===== config.mk =====
export PLATFORM = sky130hd
export DESIGN_NAME = alu_exec_unit
export DESIGN_NICKNAME = d
export VERILOG_FILES = /design/src/rtl/alu_exec_unit.sv
export SDC_FILE = /design/constraint.sdc
export NUM_CORES = 1
export LEC_CHECK = 0
export CORE_UTILIZATION = 49
export CTS_CLUSTER_DIAMETER = 120
export DETAILED_ROUTE_END_ITERATION = 8
export HOLD_SLACK_MARGIN = 0.12
export PLACE_DENSITY_LB_ADDON = 0.05
export RECOVER_POWER = 100
export SYNTH_ARGS = -nofsm -noshare
export SYNTH_HDL_FRONTEND = slang
export SYNTH_SLANG_ARGS = --single-unit

===== constraint.sdc =====
create_clock -name clk -period 5.69 [get_ports clk]
set_input_delay 0.569 -clock clk [delete_from_list [all_inputs] [get_ports clk]]
set_output_delay 0.569 -clock clk [all_outputs]
set_load 0.03 [all_outputs]

===== src/rtl/alu_exec_unit.sv =====
// ALU execution unit: decodes alu_op/funct, computes single-cycle results into a
// valid/ready output register, and runs an iterative shift-add multiply.
module alu_exec_unit #(
  parameter int unsigned WIDTH  = 32,
  parameter int unsigned MUL_EN = 1
) (
  input  logic                     clk,
  input  logic                     rst_n,
  input  logic                     in_valid,
  output logic                     in_ready,
  input  logic [1:0]               alu_op,
  input  logic [5:0]               funct,
  input  logic [WIDTH-1:0]         src_a,
  input  logic [WIDTH-1:0]         src_b,
  input  logic [$clog2(WIDTH)-1:0] shamt,
  output logic                     out_valid,
  input  logic                     out_ready,
  output logic [WIDTH-1:0]         result,
  output logic                     zero,
  output logic [3:0]               alu_ctrl,
  output logic                     illegal,
  output logic                     busy
);

  localparam int unsigned CntW = $clog2(WIDTH) + 1;

  typedef enum logic [3:0] {
    CtrlAnd = 4'b0000,
    CtrlOr  = 4'b0001,
    CtrlAdd = 4'b0010,
    CtrlXor = 4'b0011,
    CtrlSub = 4'b0110,
    CtrlSlt = 4'b0111,
    CtrlSll = 4'b1000,
    CtrlSrl = 4'b1001,
    CtrlMul = 4'b1010,
    CtrlNor = 4'b1100,
    CtrlIll = 4'b1111
  } ctrl_e;

  typedef enum logic [0:0] {StIdle, StMul} state_e;

  state_e            state_q, state_d;
  ctrl_e             ctrl_q, ctrl_d;
  logic              out_valid_q, out_valid_d;
  logic              zero_q, zero_d;
  logic              illegal_q, illegal_d;
  logic [WIDTH-1:0]  result_q, result_d;
  logic [WIDTH-1:0]  mul_a_q, mul_a_d;
  logic [WIDTH-1:0]  mul_b_q, mul_b_d;
  logic [WIDTH-1:0]  acc_q, acc_d;
  logic [CntW-1:0]   cnt_q, cnt_d;

  ctrl_e             dec_ctrl;
  logic [WIDTH-1:0]  alu_res;
  logic [WIDTH-1:0]  mul_step;
  logic              accept;

  always_comb begin
    dec_ctrl = CtrlIll;
    case (alu_op)
      2'b00: dec_ctrl = CtrlAdd;
      2'b01: dec_ctrl = CtrlSub;
      2'b10: begin
        case (funct)
          6'b100000: dec_ctrl = CtrlAdd;
          6'b100010: dec_ctrl = CtrlSub;
          6'b100100: dec_ctrl = CtrlAnd;
          6'b100101: dec_ctrl = CtrlOr;
          6'b100110: dec_ctrl = CtrlXor;
          6'b100111: dec_ctrl = CtrlNor;
          6'b101010: dec_ctrl = CtrlSlt;
          6'b000000: dec_ctrl = CtrlSll;
          6'b000010: dec_ctrl = CtrlSrl;
          6'b011000: dec_ctrl = (MUL_EN != 0) ? CtrlMul : CtrlIll;
          default:   dec_ctrl = CtrlIll;
        endcase
      end
      default: dec_ctrl = CtrlIll;
    endcase
  end

  always_comb begin
    alu_res = '0;
    case (dec_ctrl)
      CtrlAdd: alu_res = src_a + src_b;
      CtrlSub: alu_res = src_a - src_b;
      CtrlAnd: alu_res = src_a & src_b;
      CtrlOr:  alu_res = src_a | src_b;
      CtrlXor: alu_res = src_a ^ src_b;
      CtrlNor: alu_res = ~(src_a | src_b);
      CtrlSlt: alu_res = {{(WIDTH-1){1'b0}}, ($signed(src_a) < $signed(src_b))};
      CtrlSll: alu_res = src_b << shamt;
      CtrlSrl: alu_res = src_b >> shamt;
      default: alu_res = '0;
    endcase
  end

  assign in_ready = (state_q == StIdle) && (!out_valid_q || out_ready);
  assign accept   = in_valid && in_ready;

  always_comb begin
    state_d     = state_q;
    ctrl_d      = ctrl_q;
    out_valid_d = out_valid_q;
    zero_d      = zero_q;
    illegal_d   = illegal_q;
    result_d    = result_q;
    mul_a_d     = mul_a_q;
    mul_b_d     = mul_b_q;
    acc_d       = acc_q;
    cnt_d       = cnt_q;
    mul_step    = acc_q + (mul_b_q[0] ? mul_a_q : '0);

    if (state_q == StMul) begin
      acc_d   = mul_step;
      mul_a_d = mul_a_q << 1;
      mul_b_d = mul_b_q >> 1;
      cnt_d   = cnt_q - CntW'(1);
      // Last iteration: the partial sum computed this cycle is the full product.
      if (cnt_q == CntW'(1)) begin
        state_d     = StIdle;
        result_d    = mul_step;
        zero_d      = (mul_step == '0);
        ctrl_d      = CtrlMul;
        illegal_d   = 1'b0;
        out_valid_d = 1'b1;
      end
    end else begin
      if (out_valid_q && out_ready) out_valid_d = 1'b0;
      if (accept) begin
        if (dec_ctrl == CtrlMul) begin
          state_d     = StMul;
          mul_a_d     = src_a;
          mul_b_d     = src_b;
          acc_d       = '0;
          cnt_d       = CntW'(WIDTH);
          out_valid_d = 1'b0;
        end else begin
          result_d    = alu_res;
          zero_d      = (alu_res == '0);
          ctrl_d      = dec_ctrl;
          illegal_d   = (dec_ctrl == CtrlIll);
          out_valid_d = 1'b1;
        end
      end
    end
  end

  always_ff @(posedge clk or negedge rst_n) begin
    if (!rst_n) begin
      state_q     <= StIdle;
      ctrl_q      <= CtrlAnd;
      out_valid_q <= 1'b0;
      zero_q      <= 1'b0;
      illegal_q   <= 1'b0;
      result_q    <= '0;
      mul_a_q     <= '0;
      mul_b_q     <= '0;
      acc_q       <= '0;
      cnt_q       <= '0;
    end else begin
      state_q     <= state_d;
      ctrl_q      <= ctrl_d;
      out_valid_q <= out_valid_d;
      zero_q      <= zero_d;
      illegal_q   <= illegal_d;
      result_q    <= result_d;
      mul_a_q     <= mul_a_d;
      mul_b_q     <= mul_b_d;
      acc_q       <= acc_d;
      cnt_q       <= cnt_d;
    end
  end

  assign out_valid = out_valid_q;
  assign result    = result_q;
  assign zero      = zero_q;
  assign alu_ctrl  = ctrl_q;
  assign illegal   = illegal_q;
  assign busy      = (state_q == StMul);

endmodule

==> flow_metrics.py <==
metrics = {
    "status": {
        "status": "finished with violations",
        "violations": "max-capacitance violations, max-slew violations",
    },
    "drt": {
        "ant_nets": 0,
        "vias_per_cell": 6.76,
        "first_pass_iters": 6,
        "vias": 19400,
        "wl_per_cell_um": 25.3,
        "drc": 0,
        "postRouteWirelength_um": 72700,
        "drt_iter0_markers": 2121,
    },
    "yosys": {
        "syn_nets": 2506,
        "synth_cells": 2293,
        "yosys_warnings": 0,
        "syn_area_um2": 17400,
        "synth_top_area_share_pct": 20.4,
        "synth_edf_count": 0,
        "synth_top_cell_by_area": "dfrtp_1",
        "synth_common_cells": "311 x nor2_1, 205 x nand2_1, 155 x a21oi_1",
        "synth_most_common_cell": "nor2_1",
        "ys_ff_latch": 142,
        "synth.area.top_cells": "dfrtp_1 20%, ha_1 9.3%, nor2_1 6.7%",
        "seq_area_frac_synth_pct": 20.4,
        "syn_avg_cell_area_um2": 7.61,
        "ys.flop_type": "dfrtp_1",
        "synth_cell_types": 93,
        "async_reset_ff_share_pct": 100,
    },
    "timing": {
        "period_share_pct": 96.6,
        "hold_viol_final": 0,
        "fmax_mhz": 182,
        "setup_viol": 0,
        "hold-worst-slack_ps": 156,
        "worst_slew_margin_rel_pct": -115,
        "drv_slew": 201,
        "fin_skew_ps": 26.7,
        "min_period_ps": 5500,
        "tightest_slew_ps": 3220,
        "rsz0062_at_grt": "no",
    },
    "placement": {
        "postPlaceCellArea_um2": 19600,
        "dp_hpwl_um": 56200,
        "dp_cells": 2842,
        "portBuffers": 121,
        "gp_congestion": 1.03,
    },
    "cts": {
        "cts_hold_buf": 0,
        "post_cts_resized": 0,
        "clock_path_buffers": 2,
        "clock_sinks": 142,
        "h-tree-depth": 4,
        "insertion_delay_ps": 470,
        "cts_tree": "done",
        "cts-root-buf": "clkbuf_16",
        "cts_setup_buffers": 0,
        "cts_made_buffers": 17,
        "clk_pin_slew_worst_paths_ps": 70,
    },
    "pwr": {
        "power_density_nw_per_um2": 394,
        "p_leak_nw": 8.80,
        "peakVddDrop_uv": 474,
    },
    "cells_and_area": {
        "stdcell_count": 2874,
        "syn2layout_area_growth_pct": 15.6,
        "drive_gt1_share_pct": 11.4,
        "diodes": 0,
        "fin_area_um2": 20200,
        "final_util_pct": 58.0,
        "layout.nets": 2619,
    },
    "floorplanning": {
        "dieArea_um2": 36400,
        "fp.dieW_um": 191,
        "start_util_pct": 50.1,
        "rows": 68,
        "num_io_pins": 122,
        "die_h_um": 191,
        "core_um2": 34800,
    },
    "critical_path": {
        "r2r-end": "zero$_DFFE_PN0P_",
        "startpoint": "src_a[1]",
        "crit_slowest_cell": "a2111oi_0",
        "required_ps": 6090,
        "reg2reg_from": "mul_a_q[0]$_DFFE_PN0P_",
        "reg2reg_slack_ps": 530,
        "end_kind": "register",
        "endpoint": "zero$_DFFE_PN0P_",
        "r2r_cells": 16,
        "path_cells": "clkdlybuf4s50_1, buf_4, inv_1, ha_1, o21ba_2, nor4_1, o21ai_0, a21oi_1, o31ai_1, a221o_1, a2111oi_0, buf_4, nand2_1, nor4_1, buf_4, nand4b_1, or4_1, nor4_1, a211o_1",
        "max_stage_delay_ps": 650,
        "startpoint_type": "primary input",
        "critPathMaxFanout": 5,
        "arrival_ps": 5890,
        "path_class": "primary input to register",
    },
    "min_path": {
        "min_path_type": "primary input to async pin",
    },
    "grt": {
        "grt_pass1_wl_um": 110000,
        "grt_max_degree": 87,
        "grt_pass1_vias": 18200,
        "gr-total-overflow": 0,
        "track_usage_pct": 39.9,
        "antenna_found_initial": 0,
    },
    "run": {
        "maxCapViolCount": 3,
    },
}
==> how the worst min path moves through the flow <==
stage	start	endpoint	slack, ps
3_3_place_gp	illegal$_DFFE_PN0P_	illegal$_DFFE_PN0P_	460
2_1_floorplan	rst_n	acc_q[0]$_DFFE_PN0P_	270
6_report	rst_n	cnt_q[2]$_DFFE_PN0P_	160
3_5_place_dp	illegal$_DFFE_PN0P_	illegal$_DFFE_PN0P_	470
4_1_cts	rst_n	mul_a_q[17]$_DFFE_PN0P_	190
5_1_grt	rst_n	cnt_q[0]$_DFFE_PN0P_	230
==> logic make-up after synthesis <==
group | count (synthesis) | share of synthesized area (%)
AO/OA/AOI/OAI | 731 | 27.9
XOR/XNOR | 40 | 2.01
adder cells (fa/ha/maj) | 132 | 9.60
buffers and inverters | 284 | 6.58
flip-flops | 142 | 20.4
multiplexers | 139 | 11.5
AND/OR/NAND/NOR | 825 | 22.0
==> area by class of cell <==
type	count	area (um2)
Clock buffer	17	425
Timing Repair Buffer	269	2280
Fill cell	3235	14600
Sequential cell	142	3550
Multi-Input combinational cell	1867	12800
Clock inverter	15	155
Inverter	109	410
Tap cell	455	569
==> metal layers <==
layer,up-vias,global-route usage [%],share of wire (%)
met2,1193,62.2,44
met4,0,14.5,3.9
li1,8715,-,-
met3,185,6.26,10
met1,9337,55.4,42
met5,-,0,0
==> stage by stage <==
| stage | TNS, ps | worst slack, ps | total power, mW |
|---|---|---|---|
| 5_1_grt | 0 | 45.2 | 8.54 |
| 3_5_place_dp | -57.8 | -57.8 | 6.73 |
| 4_1_cts | 0 | 417 | 7.94 |
| 6_report | 0 | 195 | 7.95 |
| 2_1_floorplan | 0 | 1180 | 5.24 |
| 3_3_place_gp | -35.2 | -35.2 | 6.62 |
==> layout by cell type, fill, tap and decap left out, drive strengths merged, types with 13 or more instances in the layout <==
cell,instances
mux4,46
a31oi,18
o31ai,20
o21bai,13
dlygate4sd3,45
nor4,19
o21ai,146
or3,19
nand3,38
mux2i,57
dfrtp,142
ha,129
clkbuf,27
nand2b,25
xor2,17
a221oi,17
nor3,52
mux2,36
a211oi,46
or2,13
and2,42
o211ai,24
nor2,312
a211o,18
clkdlybuf4s50,71
nor2b,23
buf,143
inv,112
a21oi,155
xnor2,23
nand4,20
a21o,31
o22ai,94
or4,15
nand2,205
==> worst max-delay path, delay by kind of cell <==
family,cells,cell delay [ps]
buf+inv,5,1130
compound gates,7,2170
simple gates,6,1670
fa+ha+maj,1,330
==> power breakdown <==
group / switching, mW / internal (mW) / total (mW)
registers: 0.311 / 1.54 / 1.85
logic: 3.02 / 1.90 / 4.92
clock network: 0.555 / 0.618 / 1.17
total: 3.89 / 4.06 / 7.95
==> state kept, by name, indices dropped and copies added (netlist names) <==
name / count
out_valid: 1
busy: 1
mul_a_q: 32
illegal: 1
acc_q: 32
zero: 1
mul_b_q: 32
result: 32
alu_ctrl: 4
cnt_q: 6
(Power assumes the default switching activity.)
